### config.mk
export PLATFORM = sky130hd
export DESIGN_NAME = multicycle_controller
export DESIGN_NICKNAME = d
export VERILOG_FILES = /design/src/rtl/rv_ctrl_pkg.sv /design/src/rtl/alu_decoder.sv /design/src/rtl/multicycle_controller.sv
export SDC_FILE = /design/constraint.sdc
export NUM_CORES = 1
export LEC_CHECK = 0
export ABC_AREA = 1
export CORE_ASPECT_RATIO = 0.5
export CORE_MARGIN = 2
export CORE_UTILIZATION = 25
export CTS_CLUSTER_SIZE = 10
export DETAILED_ROUTE_END_ITERATION = 8
export MAX_ROUTING_LAYER = met4
export PLACE_DENSITY = 0.59
export SLEW_MARGIN = 0
export SYNTH_ARGS = -nofsm -noshare
export SYNTH_HDL_FRONTEND = slang
export SYNTH_HIERARCHICAL = 1
export SYNTH_SLANG_ARGS = --single-unit
### constraint.sdc
create_clock -name clk -period 1.6 [get_ports clk]
set_input_delay 0.24 -clock clk [delete_from_list [all_inputs] [get_ports clk]]
set_output_delay 0.24 -clock clk [all_outputs]
set_load 0.01 [all_outputs]
### src/rtl/rv_ctrl_pkg.sv
// Shared RV32I control encodings: opcodes, multi-cycle FSM states and datapath mux selects.
// Used by both the multi-cycle controller and the single-cycle ControlUnit.
package rv_ctrl_pkg;
  localparam int STATE_W = 4;

  localparam logic [6:0] OP_LOAD   = 7'b0000011;
  localparam logic [6:0] OP_STORE  = 7'b0100011;
  localparam logic [6:0] OP_RTYPE  = 7'b0110011;
  localparam logic [6:0] OP_ITYPE  = 7'b0010011;
  localparam logic [6:0] OP_BRANCH = 7'b1100011;
  localparam logic [6:0] OP_JAL    = 7'b1101111;
  localparam logic [6:0] OP_JALR   = 7'b1100111;
  localparam logic [6:0] OP_LUI    = 7'b0110111;
  localparam logic [6:0] F7_ALT    = 7'b0100000;

  typedef enum logic [STATE_W-1:0] {
    S_FETCH    = 4'd0,
    S_DECODE   = 4'd1,
    S_MEMADR   = 4'd2,
    S_MEMREAD  = 4'd3,
    S_MEMWB    = 4'd4,
    S_MEMWRITE = 4'd5,
    S_EXECR    = 4'd6,
    S_EXECI    = 4'd7,
    S_LUI      = 4'd8,
    S_ALUWB    = 4'd9,
    S_BRANCH   = 4'd10,
    S_JAL      = 4'd11,
    S_JALR     = 4'd12,
    S_JLINK    = 4'd13
  } state_t;

  typedef enum logic [1:0] {
    ALUOP_ADD = 2'd0,
    ALUOP_SUB = 2'd1,
    ALUOP_R   = 2'd2,
    ALUOP_I   = 2'd3
  } aluop_t;

  localparam logic [3:0] ALU_ADD  = 4'b0000;
  localparam logic [3:0] ALU_SUB  = 4'b0001;
  localparam logic [3:0] ALU_AND  = 4'b0010;
  localparam logic [3:0] ALU_OR   = 4'b0011;
  localparam logic [3:0] ALU_XOR  = 4'b0101;
  localparam logic [3:0] ALU_SRL  = 4'b0110;
  localparam logic [3:0] ALU_SRA  = 4'b0111;
  localparam logic [3:0] ALU_SLT  = 4'b1000;
  localparam logic [3:0] ALU_SLTU = 4'b1001;
  localparam logic [3:0] ALU_SLL  = 4'b1010;

  localparam logic [2:0] IMM_I = 3'b000;
  localparam logic [2:0] IMM_S = 3'b001;
  localparam logic [2:0] IMM_B = 3'b010;
  localparam logic [2:0] IMM_U = 3'b011;
  localparam logic [2:0] IMM_J = 3'b100;

  localparam logic [1:0] RES_ALUOUT    = 2'b00;
  localparam logic [1:0] RES_DATA      = 2'b01;
  localparam logic [1:0] RES_ALURESULT = 2'b10;

  localparam logic [1:0] SRCA_PC    = 2'b00;
  localparam logic [1:0] SRCA_OLDPC = 2'b01;
  localparam logic [1:0] SRCA_RD1   = 2'b10;
  localparam logic [1:0] SRCA_ZERO  = 2'b11;

  localparam logic [1:0] SRCB_RD2  = 2'b00;
  localparam logic [1:0] SRCB_IMM  = 2'b01;
  localparam logic [1:0] SRCB_FOUR = 2'b10;

  function automatic logic is_known_op(input logic [6:0] opc);
    case (opc)
      OP_LOAD, OP_STORE, OP_RTYPE, OP_ITYPE,
      OP_BRANCH, OP_JAL, OP_JALR, OP_LUI: return 1'b1;
      default:                            return 1'b0;
    endcase
  endfunction
endpackage

### src/rtl/alu_decoder.sv
// Maps the op-class chosen by the FSM plus funct3/funct7 to an ALUControl code.
// Immediate ops never decode sub; only shifts-right look at funct7.
module alu_decoder
  import rv_ctrl_pkg::*;
(
  input  aluop_t     aluop,
  input  logic [2:0] funct3,
  input  logic [6:0] funct7,
  output logic [3:0] alu_control
);
  logic alt_s;

  // funct3 decode shared by register and immediate arithmetic
  always_comb begin
    alt_s       = (funct7 == F7_ALT);
    alu_control = ALU_ADD;
    case (aluop)
      ALUOP_ADD: alu_control = ALU_ADD;
      ALUOP_SUB: alu_control = ALU_SUB;
      ALUOP_R, ALUOP_I: begin
        case (funct3)
          3'b000:  alu_control = (aluop == ALUOP_R && alt_s) ? ALU_SUB : ALU_ADD;
          3'b001:  alu_control = ALU_SLL;
          3'b010:  alu_control = ALU_SLT;
          3'b011:  alu_control = ALU_SLTU;
          3'b100:  alu_control = ALU_XOR;
          3'b101:  alu_control = alt_s ? ALU_SRA : ALU_SRL;
          3'b110:  alu_control = ALU_OR;
          3'b111:  alu_control = ALU_AND;
          default: alu_control = ALU_ADD;
        endcase
      end
      default: alu_control = ALU_ADD;
    endcase
  end
endmodule

### src/rtl/multicycle_controller.sv
// Sequencing FSM for the multi-cycle RV32I datapath with a ready-handshaked memory port.
// Outputs are Moore decodes of state, gated only by mem_ready, the branch condition and reset.
module multicycle_controller
  import rv_ctrl_pkg::*;
(
  input  logic       clk,
  input  logic       rst_n,
  input  logic [6:0] op,
  input  logic [2:0] funct3,
  input  logic [6:0] funct7,
  input  logic       Zero,
  input  logic       mem_ready,
  output logic       PCWrite,
  output logic       AdrSrc,
  output logic       MemRead,
  output logic       MemWrite,
  output logic       IRWrite,
  output logic [1:0] ResultSrc,
  output logic [1:0] ALUSrcA,
  output logic [1:0] ALUSrcB,
  output logic [3:0] ALUControl,
  output logic [2:0] ImmSrc,
  output logic       RegWrite,
  output logic       instr_done,
  output logic       illegal_op
);
  state_t state_r, next_s;
  aluop_t aluop_s;

  alu_decoder u_alu_decoder (
    .aluop      (aluop_s),
    .funct3     (funct3),
    .funct7     (funct7),
    .alu_control(ALUControl)
  );

  // state register
  always_ff @(posedge clk) begin
    if (!rst_n) state_r <= S_FETCH;
    else        state_r <= next_s;
  end

  // next-state selection
  always_comb begin
    next_s = S_FETCH;
    case (state_r)
      S_FETCH:    next_s = mem_ready ? S_DECODE : S_FETCH;
      S_DECODE: begin
        case (op)
          OP_LOAD, OP_STORE: next_s = S_MEMADR;
          OP_RTYPE:          next_s = S_EXECR;
          OP_ITYPE:          next_s = S_EXECI;
          OP_BRANCH:         next_s = S_BRANCH;
          OP_JAL:            next_s = S_JAL;
          OP_JALR:           next_s = S_JALR;
          OP_LUI:            next_s = S_LUI;
          default:           next_s = S_FETCH;
        endcase
      end
      S_MEMADR:   next_s = (op == OP_STORE) ? S_MEMWRITE : S_MEMREAD;
      S_MEMREAD:  next_s = mem_ready ? S_MEMWB : S_MEMREAD;
      S_MEMWB:    next_s = S_FETCH;
      S_MEMWRITE: next_s = mem_ready ? S_FETCH : S_MEMWRITE;
      S_EXECR, S_EXECI, S_LUI: next_s = S_ALUWB;
      S_ALUWB:    next_s = S_FETCH;
      S_BRANCH:   next_s = S_FETCH;
      S_JAL, S_JALR: next_s = S_JLINK;
      S_JLINK:    next_s = S_ALUWB;
      default:    next_s = S_FETCH;
    endcase
  end

  // datapath controls; reset and unreachable encodings leave everything at zero
  always_comb begin
    PCWrite    = 1'b0;
    AdrSrc     = 1'b0;
    MemRead    = 1'b0;
    MemWrite   = 1'b0;
    IRWrite    = 1'b0;
    ResultSrc  = RES_ALUOUT;
    ALUSrcA    = SRCA_PC;
    ALUSrcB    = SRCB_RD2;
    ImmSrc     = IMM_I;
    RegWrite   = 1'b0;
    instr_done = 1'b0;
    illegal_op = 1'b0;
    aluop_s    = ALUOP_ADD;
    if (!rst_n) begin
      aluop_s = ALUOP_ADD;
    end else begin
      case (state_r)
        S_FETCH: begin
          MemRead   = 1'b1;
          ALUSrcB   = SRCB_FOUR;
          ResultSrc = RES_ALURESULT;
          IRWrite   = mem_ready;
          PCWrite   = mem_ready;
        end
        S_DECODE: begin
          ALUSrcA    = SRCA_OLDPC;
          ALUSrcB    = SRCB_IMM;
          ImmSrc     = IMM_B;
          illegal_op = ~is_known_op(op);
          instr_done = ~is_known_op(op);
        end
        S_MEMADR: begin
          ALUSrcA = SRCA_RD1;
          ALUSrcB = SRCB_IMM;
          ImmSrc  = (op == OP_STORE) ? IMM_S : IMM_I;
        end
        S_MEMREAD: begin
          MemRead = 1'b1;
          AdrSrc  = 1'b1;
        end
        S_MEMWB: begin
          ResultSrc  = RES_DATA;
          RegWrite   = 1'b1;
          instr_done = 1'b1;
        end
        S_MEMWRITE: begin
          MemWrite   = 1'b1;
          AdrSrc     = 1'b1;
          instr_done = mem_ready;
        end
        S_EXECR: begin
          ALUSrcA = SRCA_RD1;
          aluop_s = ALUOP_R;
        end
        S_EXECI: begin
          ALUSrcA = SRCA_RD1;
          ALUSrcB = SRCB_IMM;
          aluop_s = ALUOP_I;
        end
        S_LUI: begin
          ALUSrcA = SRCA_ZERO;
          ALUSrcB = SRCB_IMM;
          ImmSrc  = IMM_U;
        end
        S_ALUWB: begin
          RegWrite   = 1'b1;
          instr_done = 1'b1;
        end
        S_BRANCH: begin
          ALUSrcA    = SRCA_RD1;
          aluop_s    = ALUOP_SUB;
          PCWrite    = ((funct3 == 3'b000) && Zero) || ((funct3 == 3'b001) && !Zero);
          instr_done = 1'b1;
        end
        S_JAL: begin
          ALUSrcA = SRCA_OLDPC;
          ALUSrcB = SRCB_IMM;
          ImmSrc  = IMM_J;
        end
        S_JALR: begin
          ALUSrcA = SRCA_RD1;
          ALUSrcB = SRCB_IMM;
        end
        S_JLINK: begin
          ALUSrcA = SRCA_OLDPC;
          ALUSrcB = SRCB_FOUR;
          PCWrite = 1'b1;
        end
        default: aluop_s = ALUOP_ADD;
      endcase
    end
  end
endmodule

==> results.sh, run 1 <==
export IMPL_status="complete, but fails checks"
export IMPL_violations="negative setup slack"
export IMPL_first_pass_iters=4
export IMPL_preCtsSetupSlack_ns=-0.5749
export IMPL_fill_cells=283
export IMPL_drive_gt1_share_pct=51.36
export IMPL_arrival_ns=1.47
export IMPL_crit_cells=10
export IMPL_yosysSeqAreaShare_pct=10.06
export IMPL_die_width_microns=83.79
export IMPL_maxSlewViolCount=0
export IMPL_maxCapViolCount=0
export IMPL_worst_path_buf_inv=3
export IMPL_worstSkewPairLatency_ns=0.21
export IMPL_die_height_microns=43.90
export IMPL_min_from="op[6]"
export IMPL_final_cells=297
export IMPL_dr_first_iter_drc_count=35
export IMPL_antenna_cells=0
export IMPL_fin_crit_sh_pct=106.7
export IMPL_start_util_pct=26.41
export IMPL_crit_path_cell_trace="inv_4 -> nand2_4 -> inv_2 -> nand2_4 -> nor2_4 -> nand2_2 -> nor2_1 -> a21oi_1 -> a21oi_1 -> buf_2"
export IMPL_grt_setup_unrepaired="yes"
export IMPL_cp_start_kind="flop"
export IMPL_timing_fmax_mhz=585.5
export IMPL_area_growth_pct=127.0
export IMPL_irDropWorstVdd_mv=0.5411
export IMPL_path_max_fanout=4
export IMPL_skew_ns=0.001581
export IMPL_crit_family="simple AND/OR/NAND/NOR gates"
export IMPL_gr_usage_all_layers_pct=16.97
export IMPL_worst_path_largest_cell_delay_ns=0.32
export IMPL_antenna_found_initial=0
export IMPL_leakagePower_nw=0.9771
export IMPL_timing_hold_ws_ns=0.6977
export IMPL_cts_root_buf="clkbuf_8"
export IMPL_io_pins=42
export IMPL_dp_cells=283
export IMPL_grt_ovfl_total=0
export IMPL_vias=1349
export IMPL_rows=14
export IMPL_yosysWarnings=6
export IMPL_post_drt_wl_per_cell_microns=11.14
export IMPL_dpl_hpwl_microns=2312
export IMPL_syn_nets=187
export IMPL_cts_path_max_buffers=2
export IMPL_core_sq_um=3013
export IMPL_cts_tree="built"
export IMPL_fin_util_pct=59.97
export IMPL_finalSetupViolations=10
export IMPL_die_area_sq_um=3678
export IMPL_cts_buffers=3
export IMPL_relSlewSlack_pct=79.55
export IMPL_hold_class="primary input to flop"
export IMPL_routed_wl_microns=3309
export IMPL_reg2reg_depth=10
export IMPL_endpoint_kind="output port"
export IMPL_period_needed_ns=1.708
export IMPL_syn_avg_cell_area_sq_um=4.794
export IMPL_htree_levels=1
export IMPL_grt_pass1_vias=1167
export IMPL_drc_errors=0
export IMPL_worst_pin_slew_ns=0.3064
export IMPL_numPortBuffers=41
export IMPL_min_path_cells=6
export IMPL_synthesis_instances=166
export IMPL_critPathRequiredTime_ns=1.36
export IMPL_layout_nets=280
export IMPL_cpMaxStageDelayCell="dfxtp_2"
export IMPL_detail_route_antenna_nets=0
export IMPL_top_regs="state_r x4"
export IMPL_timing_rr_start="state_r[2]"
export IMPL_p_per_area_nw_per_um2=310.2
export IMPL_grt_max_degree=19
export IMPL_layout_setup_ws_ns=-0.1079
export IMPL_largest_register="state_r"
export IMPL_grt_pass1_wl_microns=4961
export IMPL_min_to="state_r[1]"
export IMPL_timing_rr_end="state_r[2]"
export IMPL_cts_sinks=4
export IMPL_avgViaCountPerCell=4.542
export IMPL_r2r_slack_ns=0.20
export IMPL_place_gp_congestion=0.8593
export IMPL_final_hold_viol_count=0
export IMPL_ys_ff_latch=4
export IMPL_clk_pin_slew_worst_paths_ns=0.03
export IMPL_largest_register_ffs=4
export IMPL_syn_area_sq_um=795.8
export IMPL_synth_cell_types=22
export IMPL_critPathKind="flop to output port"
==> cell usage after synthesis <==
| master | count | area [sq um] |
|---|---|---|
| nand2_1 | 45 | 168.9 |
| nor2_1 | 34 | 127.6 |
| inv_1 | 22 | 82.58 |
| a21oi_1 | 12 | 60.06 |
| nand3_1 | 12 | 60.06 |
| inv_2 | 7 | 26.28 |
| nor2_2 | 5 | 31.28 |
| dfxtp_1 | 4 | 80.08 |
| o21ai_0 | 4 | 20.02 |
| nand2_2 | 3 | 18.77 |
| nor3_1 | 3 | 15.01 |
| a31oi_1 | 2 | 12.51 |
| clkbuf_1 | 2 | 7.510 |
| nand4_1 | 2 | 12.51 |
| o21ai_1 | 2 | 10.01 |
| a211oi_1 | 1 | 7.510 |
| a21boi_0 | 1 | 7.510 |
| a21oi_2 | 1 | 8.760 |
| nand3_2 | 1 | 10.01 |
| nor2_4 | 1 | 11.26 |
| xnor2_1 | 1 | 8.760 |
| xor2_1 | 1 | 8.760 |
==> cells by family after synthesis <==
family	after synthesis	share of synthesized area (%)
XOR/XNOR	2	2.202
AO/OA/AOI/OAI	23	15.88
flip-flops	4	10.06
buffers and inverters	31	14.62
AND/OR/NAND/NOR	106	57.23
==> stage by stage <==
stage	total power, mW	cell area (sq um)	setup TNS [ns]
2_1_floorplan	0.1914	795.8	0
6_report	0.5605	1807	-0.4734
5_1_grt	0.5920	1807	-1.291
3_5_place_dp	0.3322	1534	-8.223
3_3_place_gp	0.3309	1534	-8.332
4_1_cts	0.5419	1677	-0.2983
==> layer usage <==
layer  GRT usage (%)  part of all wire, %  up-vias
met5               -                    0        -
met1           20.88                   45      603
met2           29.28                   49       35
met3           3.810                  5.0        6
li1                -                    -      705
met4           3.226                  1.1        0
==> area by class of cell <==
cell class              instances  area, sq um  share of cell area [%]
clock buffers                   3        41.29                   2.285
well taps                      40        50.05                   2.770
flip-flops and latches          4        92.59                   5.125
repair buffers                 90        713.2                   39.47
multi-input cells             131        795.8                   44.04
inverters                      29        113.9                   6.302
==> what timing repair did <==
action,CTS,global route
endpoints found under the setup margin,21,21
hold buffers,0,0
gates cloned,0,0
hold endpoints to repair,0,0
pin swaps,18,16
resized for setup,125,36
setup buffers,7,4
==> report_power, final <==
group | leakage, nW | internal [mW] | switching (mW) | total (mW)
Sequential | 0.0352 | 0.0995 | 0.00618 | 0.106
Combinational | 0.920 | 0.124 | 0.123 | 0.247
Clock | 0.0216 | 0.160 | 0.0480 | 0.208
Total | 0.977 | 0.383 | 0.177 | 0.561
==> layout by cell type (no fill, tap or decap), types with 4 or more instances in the layout <==
| cell type | synthesis | routed |
|---|---|---|
| buf_4 | 0 | 41 |
| nand2_1 | 45 | 34 |
| nor2_1 | 34 | 23 |
| inv_1 | 22 | 17 |
| buf_2 | 0 | 16 |
| clkdlybuf4s50_1 | 0 | 11 |
| inv_2 | 7 | 10 |
| nand3_1 | 12 | 10 |
| nor2_4 | 1 | 9 |
| nor2_2 | 5 | 8 |
| nand2_2 | 3 | 8 |
| dlygate4sd2_1 | 0 | 8 |
| a21oi_1 | 12 | 7 |
| buf_6 | 0 | 7 |
| nand2_4 | 0 | 6 |
| a21oi_2 | 1 | 5 |
| o21ai_1 | 2 | 4 |
==> tightest hold or removal path: cells and delay by family <==
kind	cells	cell delay, ns
compound gates	2	0.20
buf+inv	2	0.36
simple gates	2	0.08
==> worst max-delay path by stage <==
stage               endpoint  slack, ns  startpoint
2_1_floorplan  ALUControl[0]       0.07  state_r[2]
3_3_place_gp   ALUControl[0]      -0.59       rst_n
3_5_place_dp       ImmSrc[0]      -0.57       op[2]
4_1_cts           ALUSrcB[0]      -0.08  state_r[2]
5_1_grt        ALUControl[0]      -0.19  state_r[3]
6_report       ALUControl[0]      -0.11  state_r[3]
(Power assumes the default switching activity.)
==> inputs of run 2 (changes only) <==
- CTS_CLUSTER_SIZE: 10 -> 20
- PLACE_DENSITY: 0.59 -> 0.6
==> run 2 against run 1 <==
Net effect:
- the flow still finishes with violations (negative setup slack)
- non-clock buffer count unchanged
- routed wire length up 1.5%
- count of clock-buffer cells in the layout unchanged
- first-iteration DRC count up 20%
- setup slack worse by 0.088 ns
- critical path type unchanged
- largest cell class unchanged
- largest power group unchanged
==> results.sh, run 2 (synthesized netlist as in run 1, its figures left out) <==
export IMPL_worstSkewPairLatency_ns=0.22
export IMPL_die_width_microns=83.79
export IMPL_start_util_pct=26.41
export IMPL_place_gp_congestion=0.8759
export IMPL_detail_route_antenna_nets=0
export IMPL_avgViaCountPerCell=4.465
export IMPL_layout_commonest_cell="buf_4"
export IMPL_clk_pin_slew_worst_paths_ns=0.03
export IMPL_core_sq_um=3013
export IMPL_r2r_slack_ns=0.14
export IMPL_cts_sinks=4
export IMPL_timing_fmax_mhz=556.9
export IMPL_p_per_area_nw_per_um2=318.8
export IMPL_p_switching_uw=192.7
export IMPL_final_cell_mix="buf_4 (37), nand2_1 (34), nor2_1 (23), buf_2 (20), inv_1 (18)"
export IMPL_grt_ovfl_total=0
export IMPL_final_hold_viol_count=0
export IMPL_drc_errors=0
export IMPL_drive_gt1_share_pct=52.14
export IMPL_area_growth_pct=131.8
export IMPL_gr_usage_all_layers_pct=17.52
export IMPL_endpoint_kind="output port"
export IMPL_top_regs="state_r x4"
export IMPL_arrival_ns=1.56
export IMPL_grt_pass1_wl_microns=5016
export IMPL_critPathRequiredTime_ns=1.36
export IMPL_worst_pin_slew_ns=0.2120
export IMPL_relSlewSlack_pct=85.82
export IMPL_antenna_found_initial=0
export IMPL_cts_hold_buf=0
export IMPL_pwr_share_seq_pct=17.8
export IMPL_io_pins=42
export IMPL_largest_register_ffs=4
export IMPL_vias=1326
export IMPL_rows=14
export IMPL_largest_register="state_r"
export IMPL_fin_util_pct=61.21
export IMPL_grt_setup_unrepaired="yes"
export IMPL_maxCapViolCount=0
export IMPL_final_cells=297
export IMPL_dr_first_iter_drc_count=42
export IMPL_fin_crit_sh_pct=112.2
export IMPL_cts_tree="built"
export IMPL_cp_start_kind="flop"
export IMPL_place_area_sq_um=1584
export IMPL_dpl_hpwl_microns=2406
export IMPL_numPortBuffers=41
export IMPL_hold_class="primary input to flop"
export IMPL_violations="negative setup slack"
export IMPL_layout_setup_ws_ns=-0.1955
export IMPL_layout_nets=280
export IMPL_grt_max_degree=12
export IMPL_dp_cells=288
export IMPL_cts_path_max_buffers=2
export IMPL_grt_pass1_vias=1182
export IMPL_clkPwrFrac_pct=37.3
export IMPL_cts_buffers=3
export IMPL_first_pass_iters=4
export IMPL_status="complete, but fails checks"
export IMPL_die_height_microns=43.90
export IMPL_antenna_cells=0
export IMPL_irDropWorstVdd_mv=0.3288
export IMPL_fin_area_sq_um=1844
export IMPL_skew_ns=0.005339
export IMPL_leakagePower_nw=0.9515
export IMPL_routed_wl_microns=3359
export IMPL_path_max_fanout=4
export IMPL_maxSlewViolCount=0
export IMPL_intPower_uw=395.2
export IMPL_cts_root_buf="clkbuf_8"
export IMPL_period_needed_ns=1.796
export IMPL_sw_frac_of_total_pct=32.78
export IMPL_critPathKind="flop to output port"
export IMPL_die_area_sq_um=3678
export IMPL_post_drt_wl_per_cell_microns=11.31
export IMPL_finalSetupViolations=13
export IMPL_p_comb_share_pct=44.9
export IMPL_htree_levels=1
-- run 2: cell types whose count changed in the layout (fill, tap and decap cells not counted), sizes merged --
cell,previous run,this run
buf,65,69
clkbuf,6,4
clkdlybuf4s15,1,0
clkdlybuf4s50,11,12
dlygate4sd2,8,7
dlymetal6s2s,2,1
-- run 2: what timing repair did --
item / CTS / global route
gates cloned: 0 / 0
setup endpoints to repair: 21 / 20
buffers inserted: 3 / 5
hold endpoints to repair: 0 / 0
gates resized for setup: 123 / 48
pin swaps: 18 / 24
-- run 2: path summary, 6_finish.rpt --
check	from	end	depth (start not counted)
min	rst_n	state_r[0]	4
max	state_r[3]	ALUControl[0]	12
max reg2reg	state_r[3]	state_r[0]	12
min reg2reg	state_r[0]	state_r[3]	5
-- run 2: critical path: stages (launching register included) --
cell     delay (ns)
dfxtp_2        0.32
inv_2          0.05
buf_6          0.12
nand2_8        0.07
nor2_4         0.03
a21oi_2        0.16
nor2_2         0.05
inv_1          0.05
nand2_1        0.04
nor2_1         0.09
a21oi_1        0.07
a21oi_1        0.13
buf_2          0.15
-- run 2: cell type report --
class,instances,area (sq um)
sequential,4,90.09
inverter,29,116.4
clock buffer,3,41.29
tap,40,50.05
multi-input combinational,131,825.8
timing repair buffer,90,720.7
fill,277,1169
-- run 2: power groups by stage --
stage	sequential, mW	combinational, mW	clock (mW)
floorplan	0.107	0.0843	0
global placement	0.107	0.232	0
detailed placement	0.107	0.234	0
CTS	0.105	0.233	0.225
global route	0.105	0.290	0.228
finish	0.105	0.264	0.219
-- run 2: metal layers --
metal | global-route usage (%) | wire length (microns) | vias to the layer above
met3 | 3.429 | 165 | 5
met1 | 21.56 | 1515 | 585
met4 | 5.806 | 39 | 0
li1 | - | - | 701
met5 | - | 0 | -
met2 | 29.44 | 1639 | 35
-- run 2: through the flow --
step | worst slack, ns | power (mW) | setup TNS [ns] | hold slack, ns
floorplan | 0.06938 | 0.1914 | 0 | 0.3376
global placement | -0.6125 | 0.3390 | -7.619 | 0.7872
detailed placement | -0.6217 | 0.3409 | -7.797 | 0.7841
CTS | -0.2312 | 0.5629 | -1.304 | 0.6888
global route | -0.3076 | 0.6227 | -2.101 | 0.4651
finish | -0.1955 | 0.5879 | -1.023 | 0.4450
==> inputs of run 3 (changes only) <==
- ABC_CLOCK_PERIOD_IN_PS: not set -> 1600
- CAP_MARGIN: not set -> 40
- CTS_CLUSTER_DIAMETER: not set -> 30
==> results of run 3 <==
Same layout as run 2: the final DEF is identical, and so are final timing and power.
